## config.mk

```make
export PLATFORM = sky130hd
export DESIGN_NAME = mem_stage
export DESIGN_NICKNAME = d
export VERILOG_FILES = /design/src/rtl/mem_stage.sv
export SDC_FILE = /design/constraint.sdc
export NUM_CORES = 1
export LEC_CHECK = 0
export CAP_MARGIN = 0
export CORE_MARGIN = 4
export CORE_UTILIZATION = 30
export CTS_CLUSTER_DIAMETER = 50
export DETAILED_ROUTE_END_ITERATION = 6
export PLACE_DENSITY = 0.69
export SYNTH_ARGS = -nofsm -noshare
export SYNTH_HDL_FRONTEND = slang
export SYNTH_SLANG_ARGS = --single-unit
```

## constraint.sdc

```tcl
create_clock -name clk -period 3.3 [get_ports clk]
set_clock_uncertainty 0.1 [all_clocks]
set_input_delay 0.33 -clock clk [delete_from_list [all_inputs] [get_ports clk]]
set_output_delay 0.33 -clock clk [all_outputs]
set_load 0.01 [all_outputs]
```

## src/rtl/mem_stage.sv

```systemverilog
// MEM pipeline stage. A two-state FSM issues registered data-memory requests,
// waits for the acknowledge with a timeout, and fills the MEM/WB register.
module mem_stage #(
    parameter int TIMEOUT_CYC = 255
) (
    input  logic        clk,
    input  logic        nrst,
    input  logic        i_MEM_ctrl_MemRead,
    input  logic        i_MEM_ctrl_MemWrite,
    input  logic        i_MEM_ctrl_Branch,
    input  logic [31:0] i_MEM_data_ALUOut,
    input  logic [31:0] i_MEM_data_RTData,
    input  logic        i_MEM_data_Zero,
    input  logic        i_MEM_data_Overflow,
    input  logic [31:0] i_MEM_data_PCBranch,
    input  logic        i_WB_ctrl_Mem2Reg,
    input  logic        i_WB_ctrl_RegWrite,
    input  logic [31:0] i_WB_data_RegAddrW,
    output logic        o_dmem_req,
    output logic        o_dmem_we,
    output logic [31:0] o_dmem_addr,
    output logic [31:0] o_dmem_wdata,
    input  logic        i_dmem_ack,
    input  logic [31:0] i_dmem_rdata,
    output logic        o_stall,
    output logic        o_PCSrc,
    output logic [31:0] o_PCBranch,
    output logic        o_WB_ctrl_Mem2Reg,
    output logic        o_WB_ctrl_RegWrite,
    output logic [31:0] o_WB_data_MemData,
    output logic [31:0] o_WB_data_ALUOut,
    output logic [4:0]  o_WB_data_RegAddrW,
    output logic        o_exc,
    output logic [1:0]  o_exc_code
);

    typedef enum logic {IDLE, ACCESS} state_t;

    localparam logic [7:0] LAST_CNT = 8'(TIMEOUT_CYC - 1);
    localparam logic [1:0] EXC_OVF  = 2'b01;
    localparam logic [1:0] EXC_MIS  = 2'b10;
    localparam logic [1:0] EXC_TOUT = 2'b11;

    state_t     state;
    logic [7:0] cnt;

    logic memop;
    logic ovf_exc;
    logic mis_exc;
    logic timeout;

    // Upper address bits of the write-back register number are never used.
    logic unused_regaddr;
    assign unused_regaddr = ^i_WB_data_RegAddrW[31:5];

    assign memop      = i_MEM_ctrl_MemRead | i_MEM_ctrl_MemWrite;
    assign ovf_exc    = i_MEM_data_Overflow & (i_WB_ctrl_RegWrite | memop);
    assign mis_exc    = memop & (i_MEM_data_ALUOut[1:0] != 2'b00);
    assign timeout    = (cnt == LAST_CNT);
    assign o_PCBranch = i_MEM_data_PCBranch;

    always_comb begin
        // NOTE: every output gets a default first so no path leaves it unassigned (no latch).
        o_stall = 1'b0;
        o_PCSrc = 1'b0;
        if (nrst) begin
            if (state == IDLE) begin
                o_stall = memop & ~ovf_exc & ~mis_exc;
                o_PCSrc = i_MEM_ctrl_Branch & i_MEM_data_Zero;
            end else begin
                o_stall = ~i_dmem_ack & ~timeout;
            end
        end
    end

    // NOTE: all state here uses non-blocking assignments so every register samples pre-edge values.
    always_ff @(posedge clk) begin
        if (!nrst) begin
            state              <= IDLE;
            cnt                <= '0;
            o_dmem_req         <= 1'b0;
            o_dmem_we          <= 1'b0;
            o_dmem_addr        <= '0;
            o_dmem_wdata       <= '0;
            o_WB_ctrl_Mem2Reg  <= 1'b0;
            o_WB_ctrl_RegWrite <= 1'b0;
            o_WB_data_MemData  <= '0;
            o_WB_data_ALUOut   <= '0;
            o_WB_data_RegAddrW <= '0;
            o_exc              <= 1'b0;
            o_exc_code         <= 2'b00;
        end else begin
            // Default is a bubble into MEM/WB and no exception pulse.
            o_WB_ctrl_Mem2Reg  <= 1'b0;
            o_WB_ctrl_RegWrite <= 1'b0;
            o_WB_data_MemData  <= '0;
            o_WB_data_ALUOut   <= '0;
            o_WB_data_RegAddrW <= '0;
            o_exc              <= 1'b0;

            case (state)
                IDLE: begin
                    if (ovf_exc) begin
                        o_exc      <= 1'b1;
                        o_exc_code <= EXC_OVF;
                    end else if (mis_exc) begin
                        o_exc      <= 1'b1;
                        o_exc_code <= EXC_MIS;
                    end else if (memop) begin
                        state        <= ACCESS;
                        cnt          <= '0;
                        o_dmem_req   <= 1'b1;
                        o_dmem_we    <= i_MEM_ctrl_MemWrite;
                        o_dmem_addr  <= i_MEM_data_ALUOut;
                        o_dmem_wdata <= i_MEM_data_RTData;
                    end else begin
                        o_WB_ctrl_Mem2Reg  <= i_WB_ctrl_Mem2Reg;
                        o_WB_ctrl_RegWrite <= i_WB_ctrl_RegWrite;
                        o_WB_data_ALUOut   <= i_MEM_data_ALUOut;
                        o_WB_data_RegAddrW <= i_WB_data_RegAddrW[4:0];
                    end
                end

                ACCESS: begin
                    // Ack is checked first so a completion on the timeout cycle still wins.
                    if (i_dmem_ack) begin
                        state              <= IDLE;
                        o_dmem_req         <= 1'b0;
                        o_WB_ctrl_Mem2Reg  <= i_WB_ctrl_Mem2Reg;
                        o_WB_ctrl_RegWrite <= i_WB_ctrl_RegWrite;
                        o_WB_data_ALUOut   <= i_MEM_data_ALUOut;
                        o_WB_data_RegAddrW <= i_WB_data_RegAddrW[4:0];
                        o_WB_data_MemData  <= o_dmem_we ? 32'h0 : i_dmem_rdata;
                    end else if (timeout) begin
                        state      <= IDLE;
                        o_dmem_req <= 1'b0;
                        o_exc      <= 1'b1;
                        o_exc_code <= EXC_TOUT;
                    end else begin
                        cnt <= cnt + 8'd1;
                    end
                end

                default: state <= IDLE;
            endcase
        end
    end

endmodule

```

Yosys cells after proc, flatten, opt, wreduce, memory -nomap -nowiden
Cells that the tools add are included.
{ "op_classes": {"add_sub_neg": 1, "n_eq_ne": 9, "muxes": 52, "bitwise_logic": 14, "n_reduce_logical": 6} }
{ "op_table": {"columns": ["cell", "n"], "rows": [
  ["$mux 32", 4],
  ["$pmux 32 s2", 1],
  ["$mux 8", 5],
  ["$mux 1", 26],
  ["$mux 5", 4],
  ["$pmux 8 s2", 1],
  ["$ne 2x2->1 const B", 5],
  ["$pmux 1 s2", 5],
  ["$pmux 5 s2", 1],
  ["$add 8x1->8 const B", 1],
  ["$eq 8x8->1 const B", 1],
  ["$mux 2", 4],
  ["$reduce_and 4->1", 2],
  ["$and 1x1->1", 6],
  ["$not 1->1", 6],
  ["$reduce_and 5->1", 1],
  ["$pmux 2 s2", 1],
  ["$reduce_or 4->1", 1],
  ["$ne 3x2->1 const B", 1],
  ["$ne 3x3->1 const B", 1],
  ["$reduce_and 3->1", 1],
  ["$ne 2x1->1 const B", 1],
  ["$or 1x1->1", 2],
  ["$reduce_bool 2->1", 1]
]} }
{ "word_totals": {"regBits": 149, "input_bits": 170, "out_inout_bits": 174} }

Depth between registers and ports, before layout
Gate-level depths: netlist (run 1).
{ "depth": {"ltp_word": 8, "mapped_depth": 7, "ltp_nobuf": 6} }

Worst setup path before layout (run 1)
Ideal clock, no wire load.
{ "synth_path": {"kind": "reg2out", "start": "reg cnt[0]", "end": "out o_stall", "arrival_ns": 1.599, "t_required_ns": 2.870, "slack_ns": 1.271, "path_stages_with_launch": 7, "path_buffers": 1, "cell_sequence": "dfxtp_1 > inv_1 > ha_1 > and3_1 > a211o_1 > buf_2 > a21oi_1"} }
{ "synth_via": {"elab_chain_len": 5} }
{ "synth_lines": {"columns": ["item", "line", "text"], "rows": [
  ["start, declared", "45", "logic [7:0] cnt;"],
  ["start signal, assigned", "140", "cnt <= cnt + 8'd1;"],
  ["$eq 8x8->1", "59", "assign timeout = (cnt == LAST_CNT);"],
  ["$not 1->1", "71", "o_stall = ~i_dmem_ack & ~timeout;"],
  ["$and 1x1->1", "71", null],
  ["$mux 1", "67", "if (state == IDLE) begin"],
  ["$mux 1", "66", "if (nrst) begin"],
  ["end, declared", "25", "output logic o_stall,"]
]} }
No other way between the ends.

Worst setup path in the final report (run 1)
Same ends and word-level chain as after synthesis.

==> metrics.yaml, run 1 <==
period_share: 0.9239
core_sq_mm: 0.01682
place_congestion: 0.7272
num_io_pins: 344
utilization: 0.4949
grt_max_degree: 65
critPathSlowestCell: "clkdlybuf4s50_1"
io_buffers: 252
post_drt_wl_per_cell_um: 14.62
endpoint_kind: "output port"
vias_per_cell: 4.357
outcome: "complete, no violations"
htree_levels: 4
ctsResizeCount: 0
maxCapViolCount: 0
hold_violations: 0
die_y_um: 140.0
relSlewSlack: 0.5966
slew_viol_final: 0
critPathMaxFanout: 16
final_cell_mix: "clkdlybuf4s50_1 (251), dfxtp_1 (149), nand2_1 (131), and2_1 (72), a21boi_0 (43)"
tightest_slew_ns: 0.6051
ys_seq_elements: 149
synthTopCellsByArea: "dfxtp_1 (57%), nand2_1 (9.4%), and2_1 (8.6%)"
yosys.area_share.simple: 0.2119
cts_buffer_depth: 2
critical-path-max-stage-delay_ns: 0.59
synth_compound_area_frac: 0.1326
crit_chain: "inv_1, ha_1, and3_1, a211o_1, a21oi_1, clkdlybuf4s50_1"
synth_top_family_by_area: "simple AND/OR/NAND/NOR gates"
drt-initial-drc-count: 182
peakVddDrop_mv: 0.3186
ctsHoldBuffers: 0
final-setup-viol-count: 0
grt_pass1_wl_mm: 22.76
antenna_found_initial: 0
ys_seq_area_frac: 0.5707
layout.nets: 928
die_w_um: 140.0
initial_core_util: 0.3107
cts_buffers: 17
synth_adder_area_share: 0.004788
ys_types: 43
avgSynthCellArea_sq_um: 9.643
leakage_uw: 0.003037
cts.clk_slew.worst_paths_ns: 0.06
cts_tree: "built"
fin_setup_tns_ns: 0
insertedDiodeCount: 0
routed_wl_mm: 14.46
cp.arrival_ns: 2.62
p_total_uw: 4206
root_buffer: "clkbuf_16"
drc: 0
async_flop_share: 0
fmax_mhz: 328.0
yosys.area.top_type_share: 0.5707
die_area_sq_mm: 0.01960
hold_path.class: "in2reg"
yosys.area.top_type: "dfxtp_1"
muxShareOfSynthArea: 0.001915
clkSinkCount: 149
power_per_cell_area_mw_per_mm2: 505.2
crit_type: "reg2out"
rsz0062_at_grt: "false"
vias: 4309
insertion_delay_ns: 0.41
post_cts_buffers: 0
yosysWarnings: 0
syn2layout_area_growth_pct: 59.28
grt_pass1_vias: 4174
drive_gt1_frac: 0.06632
layout_commonest_cell: "clkdlybuf4s50_1"
startpoint_type: "register"
required_ns: 2.87
gr-total-overflow: 0
hold_ws_ns: 0.1689
fill_cells: 1620
fin_crit_ns: 3.049
synth_edf_count: 0
synth_ff_type: "dfxtp_1"
syn_inst: 542
synthXorXnorAreaFrac: 0
dr.pass1.iters: 4
grt_usage: 0.1460
synth_area_sq_mm: 0.005226
hpwl_mm: 10.39
antenna_left: 0
syn_nets: 714
std_cell_rows: 47
[registers in the layout (all words and copies together) (netlist names)]
signal,flops
o_WB_data_ALUOut,32
o_WB_data_MemData,32
o_dmem_addr,32
o_dmem_wdata,32
cnt,8
o_WB_data_RegAddrW,5
o_exc_code,2
o_WB_ctrl_Mem2Reg,1
o_WB_ctrl_RegWrite,1
o_dmem_req,1
o_dmem_we,1
o_exc,1
state,1
[per-layer routing]
layer	vias up	track usage	share of wire
met5	-	0	0
met4	0	0.08108	0.043
met3	43	0.04192	0.063
met2	147	0.2494	0.49
met1	1948	0.1633	0.40
li1	2171	-	-
[cells in the mapped netlist, types with 2 or more instances]
cell       count
a2111o_1       4
a21boi_0      43
a21boi_1      10
a21oi_1       19
and2_1        72
and3_1         3
buf_4         32
buf_6          3
clkbuf_1      28
dfxtp_1      149
ha_1           2
inv_1          4
nand2_1      131
nand3_1       10
nand4_1        2
o2111ai_1      2
o21ai_2        2
[cell families after synthesis]
logic type,count (synthesis)
DFF,149
buffers and inverters,70
adders and majority gates,2
AOI/OAI and AO/OA,92
muxes,1
and+or+nand+nor,228
[layout make-up]
class | instances | area, sq um | share of cell area
multi-input combinational | 323 | 1844 | 0.2216
tap | 220 | 275.3 | 0.03307
clock buffer | 17 | 425.4 | 0.05110
timing repair buffer | 260 | 2590 | 0.3111
sequential | 149 | 2983 | 0.3583
inverter | 5 | 18.77 | 0.002255
clock inverter | 15 | 187.7 | 0.02255
[power breakdown]
group / leakage, uW / total (uW) / internal [uW] / switching [uW]
Sequential: 0.00121 / 1860 / 1840 / 17.8
Combinational: 0.00153 / 361 / 226 / 135
Clock: 0.000298 / 1990 / 1150 / 836
Total: 0.00304 / 4210 / 3220 / 989
[stage by stage]
stage	cells	setup WS, ns	instance area, sq um
final	989	0.2511	8324
after global placement	957	0.5557	7711
after detailed placement	957	0.5616	7711
after floorplan	542	1.271	5226
after CTS	989	0.2394	8324
after global routing	989	0.1303	8324
[final timing paths]
path	start	to	slack (ns)	cells after the start
worst min register to register	o_dmem_wdata[0]$_SDFFE_PN0P_	o_dmem_wdata[0]$_SDFFE_PN0P_	0.35	2
worst min-delay path	nrst	o_exc_code[0]$_SDFFE_PN0P_	0.17	3
worst max register to register	state$_SDFF_PN0_	cnt[7]$_SDFFE_PN0P_	1.18	5
worst max-delay path	cnt[0]$_SDFFE_PN0P_	o_stall	0.25	6
[worst max-delay path: cells and delay by family (launching register included)]
kind            cells  cell delay (ns)
flops               1             0.39
fa+ha+maj           1             0.20
simple gates        1             0.21
compound gates      2             0.70
buf+inv             2             0.70
No activity file was read; power rests on OpenSTA's default activity.
==> run 2: changes to the inputs <==
MAX_ROUTING_LAYER = met4   (was default)
PLACE_DENSITY = 0.7   (was 0.69)
==> metrics.yaml, run 2 (synthesis gave the netlist of run 1 again) <==
outcome: "complete, no violations"
period_share: 0.9169  # -0.006985
grt_pass1_wl_mm: 23.16  # +1.8%
ctsResizeCount: 0  # unchanged
post_cts_buffers: 0  # unchanged
insertedDiodeCount: 0  # unchanged
crit_chain: "inv_1, ha_1, and3_1, a211o_1, a21oi_1, clkdlybuf4s50_1"
holdPathStages: 3  # unchanged
grt_pass1_vias: 4281  # +2.6%
final_cell_mix: "clkdlybuf4s50_1 (251), dfxtp_1 (149), nand2_1 (131), and2_1 (72), a21boi_0 (43)"
clkSinkCount: 149  # unchanged
std_cell_rows: 47  # unchanged
drt-initial-drc-count: 192  # +5.5%
drc: 0  # unchanged
num_io_pins: 344  # unchanged
tightest_slew_ns: 0.7670  # +0.1619 ns
cts_tree: "built"
fin_setup_tns_ns: 0  # unchanged
startpoint_type: "register"
syn2layout_area_growth_pct: 58.30
gr-total-overflow: 0  # unchanged
hpwl_mm: 10.70  # +3.0%
fill_cells: 1629  # +0.56%
htree_levels: 4  # unchanged
relSlewSlack: 0.4822  # -0.1144
grt_max_degree: 65  # unchanged
drive_gt1_frac: 0.06502  # -0.001300
ctsHoldBuffers: 0  # unchanged
maxCapViolCount: 0  # unchanged
hold_path.class: "in2reg"
required_ns: 2.87  # about the same
critical-path-max-stage-delay_ns: 0.59  # about the same
vias_per_cell: 4.369  # +0.28%
power_per_cell_area_mw_per_mm2: 489.7  # -3.1%
die_w_um: 140.0  # unchanged
critPathSlowestCell: "clkdlybuf4s50_1"
critPathMaxFanout: 16  # unchanged
die_area_sq_mm: 0.01960  # unchanged
routed_wl_mm: 14.54  # +0.55%
hold_violations: 0  # unchanged
p_total_uw: 4051  # -3.7%
layout.nets: 928  # unchanged
die_y_um: 140.0  # unchanged
place_congestion: 0.7440  # +2.3%
slew_viol_final: 0  # unchanged
area.sequential_sq_mm: 0.002983  # unchanged
root_buffer: "clkbuf_16"
cp.arrival_ns: 2.60  # -0.02 ns
fin_crit_ns: 3.026  # -0.02305 ns
final-setup-viol-count: 0  # unchanged
rsz0062_at_grt: "false"
io_buffers: 252  # unchanged
layout_commonest_cell: "clkdlybuf4s50_1"
cts_buffer_depth: 2  # unchanged
fmax_mhz: 330.5  # +0.76%
antenna_found_initial: 0  # unchanged
rr_worst_depth: 5  # unchanged
peakVddDrop_mv: 0.3420  # +7.3%
crit_type: "reg2out"
initial_core_util: 0.3107  # unchanged
post_drt_wl_per_cell_um: 14.70  # +0.55%
cts_buffers: 17  # unchanged
core_sq_mm: 0.01682  # unchanged
cts.clk_slew.worst_paths_ns: 0.07  # about the same
antenna_left: 0  # unchanged
multiInputGateArea_sq_mm: 0.001844  # unchanged
endpoint_kind: "output port"
dr.pass1.iters: 4  # unchanged
leakage_uw: 0.003012  # -0.83%
insertion_delay_ns: 0.42  # about the same
vias: 4321  # +0.28%
grt_usage: 0.1535  # +0.007518
hold_ws_ns: 0.3461  # +0.1772 ns
-- run 2: changes by cell type in the layout (fill, tap and decap cells not counted) --
cell	previous run	this run
bufinv_16	2	0
inv_8	3	5
clkbuf_1	0	1
clkinv_4	4	3
clkinv_8	1	0
clkinvlp_4	1	2
-- run 2: final timing paths --
path / from / to / slack, ns
min: nrst / o_dmem_addr[20]$_SDFFE_PN0P_ / 0.35
min reg2reg: o_dmem_wdata[10]$_SDFFE_PN0P_ / o_dmem_wdata[10]$_SDFFE_PN0P_ / 0.35
max reg2reg: state$_SDFF_PN0_ / cnt[7]$_SDFFE_PN0P_ / 1.18
max: cnt[0]$_SDFFE_PN0P_ / o_stall / 0.27
-- run 2: through the flow --
stage	cells	utilization	worst slack (ns)	area [sq um]
floorplan	542	-	1.271	5226
global placement	957	0.4585	0.5943	7711
detailed placement	957	0.4585	0.5747	7711
CTS	989	0.4919	0.2326	8273
global route	989	0.4919	0.07305	8273
finish	989	0.4919	0.2742	8273
-- run 2: routing by layer --
| layer | wire length (um) | GRT usage | up-vias |
|---|---|---|---|
| met5 | 0 | - | - |
| li1 | - | - | 2167 |
| met2 | 7438 | 0.2596 | 148 |
| met3 | 855 | 0.04635 | 38 |
| met1 | 5799 | 0.1673 | 1968 |
| met4 | 449 | 0.06680 | 0 |
-- run 2: final cells by class --
class                      instances  share of cell area
inverter                           5            0.002269
tap                              220             0.03327
clock inverter                    14             0.01603
timing repair buffer             260              0.3131
sequential                       149              0.3606
multi-input combinational        323              0.2229
clock buffer                      18             0.05188
-- run 2: critical path, delay by kind of cell, from the launching register on --
| kind | cells | cell delay, ns |
|---|---|---|
| flip-flops | 1 | 0.37 |
| adder cells (fa/ha/maj) | 1 | 0.20 |
| AO/OA/AOI/OAI | 2 | 0.70 |
| buffers and inverters | 2 | 0.69 |
| AND/OR/NAND/NOR | 1 | 0.21 |
-- run 2: report_power, final --
| part | switching, uW | total, uW | internal, uW |
|---|---|---|---|
| sequential | 17.7 | 1860 | 1840 |
| clock | 832 | 1830 | 999 |
| combinational | 135 | 361 | 226 |
| total | 985 | 4050 | 3070 |
==> run 3: changes to the inputs <==
MAX_ROUTING_LAYER = default   (was met4)
==> metrics.yaml, run 3 (synthesis gave the netlist of run 1 again) <==
core_sq_mm: 0.01682  # unchanged
vias: 4345  # +0.56%
clkSinkCount: 149  # unchanged
initial_core_util: 0.3107  # unchanged
critPathMaxFanout: 16  # unchanged
post_cts_buffers: 0  # unchanged
grt_usage: 0.1494  # -0.004095
hpwl_mm: 10.70  # unchanged
hold_path.class: "in2reg"
reg2reg_to: "cnt[7]$_SDFFE_PN0P_"
insertion_delay_ns: 0.42  # about the same
rrSetupSlack_ns: 1.18  # about the same
vias_per_cell: 4.393  # +0.56%
p_comb_frac: 0.089  # about the same
cts_tree: "built"
required_ns: 2.87  # about the same
root_buffer: "clkbuf_16"
intPower_uw: 3067  # about the same
dr.pass1.iters: 4  # unchanged
grt_pass1_wl_mm: 23.18  # about the same
die_area_sq_mm: 0.01960  # unchanged
switchingPower_uw: 985.9  # about the same
die_y_um: 140.0  # unchanged
endpoint_kind: "output port"
grt_pass1_vias: 4273  # -0.19%
hold-path-endpoint: "o_dmem_addr[20]$_SDFFE_PN0P_"
fin_crit_ns: 3.026  # +0.0002970 ns
period_share: 0.9170  # about the same
slew_viol_final: 0  # unchanged
p_seq_frac: 0.459  # about the same
final-setup-viol-count: 0  # unchanged
worstHoldStart: "nrst"
std_cell_rows: 47  # unchanged
routed_wl_mm: 14.63  # +0.62%
rr_worst_depth: 5  # unchanged
fin_setup_tns_ns: 0  # unchanged
layout_commonest_cell: "clkdlybuf4s50_1"
crit_type: "reg2out"
maxCapViolCount: 0  # unchanged
critical-path-max-stage-delay_ns: 0.59  # about the same
gr-total-overflow: 0  # unchanged
syn2layout_area_growth_pct: 58.30  # unchanged
htree_levels: 4  # unchanged
hold_violations: 0  # unchanged
outcome: "complete, no violations"
p_total_uw: 4052  # about the same
leakage_uw: 0.003012  # unchanged
swShare: 0.2433  # about the same
holdPathStages: 3  # unchanged
cp.arrival_ns: 2.60  # about the same
startpoint_type: "register"
fmax_mhz: 330.5  # about the same
post_drt_wl_per_cell_um: 14.79  # +0.62%
layout.nets: 928  # unchanged
insertedDiodeCount: 0  # unchanged
cts.clk_slew.worst_paths_ns: 0.07  # about the same
peakVddDrop_mv: 0.3414  # -0.18%
crit_chain: "inv_1, ha_1, and3_1, a211o_1, a21oi_1, clkdlybuf4s50_1"
grt_max_degree: 65  # unchanged
tightest_slew_ns: 0.7567  # -0.01028 ns
drt-initial-drc-count: 181  # -5.7%
pwr-share-clk: 0.452  # about the same
cts_buffer_depth: 2  # unchanged
rsz0062_at_grt: "false"
power_per_cell_area_mw_per_mm2: 489.8  # about the same
drc: 0  # unchanged
ctsResizeCount: 0  # unchanged
die_w_um: 140.0  # unchanged
antenna_found_initial: 0  # unchanged
drive_gt1_frac: 0.06502  # unchanged
num_io_pins: 344  # unchanged
ctsHoldBuffers: 0  # unchanged
final_cell_mix: "clkdlybuf4s50_1 (251), dfxtp_1 (149), nand2_1 (131), and2_1 (72), a21boi_0 (43)"
critPathSlowestCell: "clkdlybuf4s50_1"
cts_buffers: 17  # unchanged
relSlewSlack: 0.4891  # +0.006943
antenna_left: 0  # unchanged
hold_ws_ns: 0.3478  # +0.001651 ns
io_buffers: 252  # unchanged
r2r_start: "state$_SDFF_PN0_"
place_congestion: 0.7349  # -1.2%
-- run 3: cell counts in the layout (fill, tap and decap cells not counted) --
No cell type changed its count.
-- run 3: power groups by stage --
stage	registers (uW)	logic (uW)	clock network, uW
2_1_floorplan	1920	133	0
3_3_place_gp	1900	363	0
3_5_place_dp	1900	366	0
4_1_cts	1860	368	1900
5_1_grt	1860	391	1990
6_report	1860	362	1830
-- run 3: area by class of cell --
cell class	instances	area, sq um
clock inverter	14	132.6
multi-input combinational	323	1844
tap	220	275.3
fill	1629	8546
clock buffer	18	429.2
timing repair buffer	260	2590
inverter	5	18.77
sequential	149	2983
-- run 3: how the worst max path moves through the flow --
stage | start | end | slack (ns) | cells past startpoint
4_1_cts | cnt[0]$_SDFFE_PN0P_ | o_stall | 0.23 | 6
3_5_place_dp | i_MEM_ctrl_MemWrite | o_stall | 0.57 | 5
5_1_grt | cnt[0]$_SDFFE_PN0P_ | o_stall | 0.07 | 6
3_3_place_gp | i_MEM_ctrl_MemWrite | o_stall | 0.59 | 5
2_1_floorplan | cnt[0]$_SDFFE_PN0P_ | o_stall | 1.27 | 6
6_report | cnt[0]$_SDFFE_PN0P_ | o_stall | 0.27 | 6
-- run 3: critical path: cells and delay by family (launching register included) --
family          cells  cell delay, ns
simple gates        1            0.21
buf+inv             2            0.69
fa+ha+maj           1            0.20
compound gates      2            0.70
flops               1            0.37
-- run 3: stage by stage --
stage | instance area [sq um] | setup WS (ns) | cells | utilization
floorplan | 5226 | 1.271 | 542 | -
detailed placement | 7711 | 0.5747 | 957 | 0.4585
global route | 8273 | 0.07162 | 989 | 0.4919
finish | 8273 | 0.2739 | 989 | 0.4919
CTS | 8273 | 0.2326 | 989 | 0.4919
global placement | 7711 | 0.5943 | 957 | 0.4585
-- run 3: routing by layer --
| layer | vias up | share of wire | GRT usage |
|---|---|---|---|
| li1 | 2164 | - | - |
| met1 | 1999 | 0.39 | 0.1633 |
| met2 | 147 | 0.51 | 0.2598 |
| met3 | 35 | 0.064 | 0.05385 |
| met4 | 0 | 0.031 | 0.06680 |
| met5 | - | 0 | 0 |
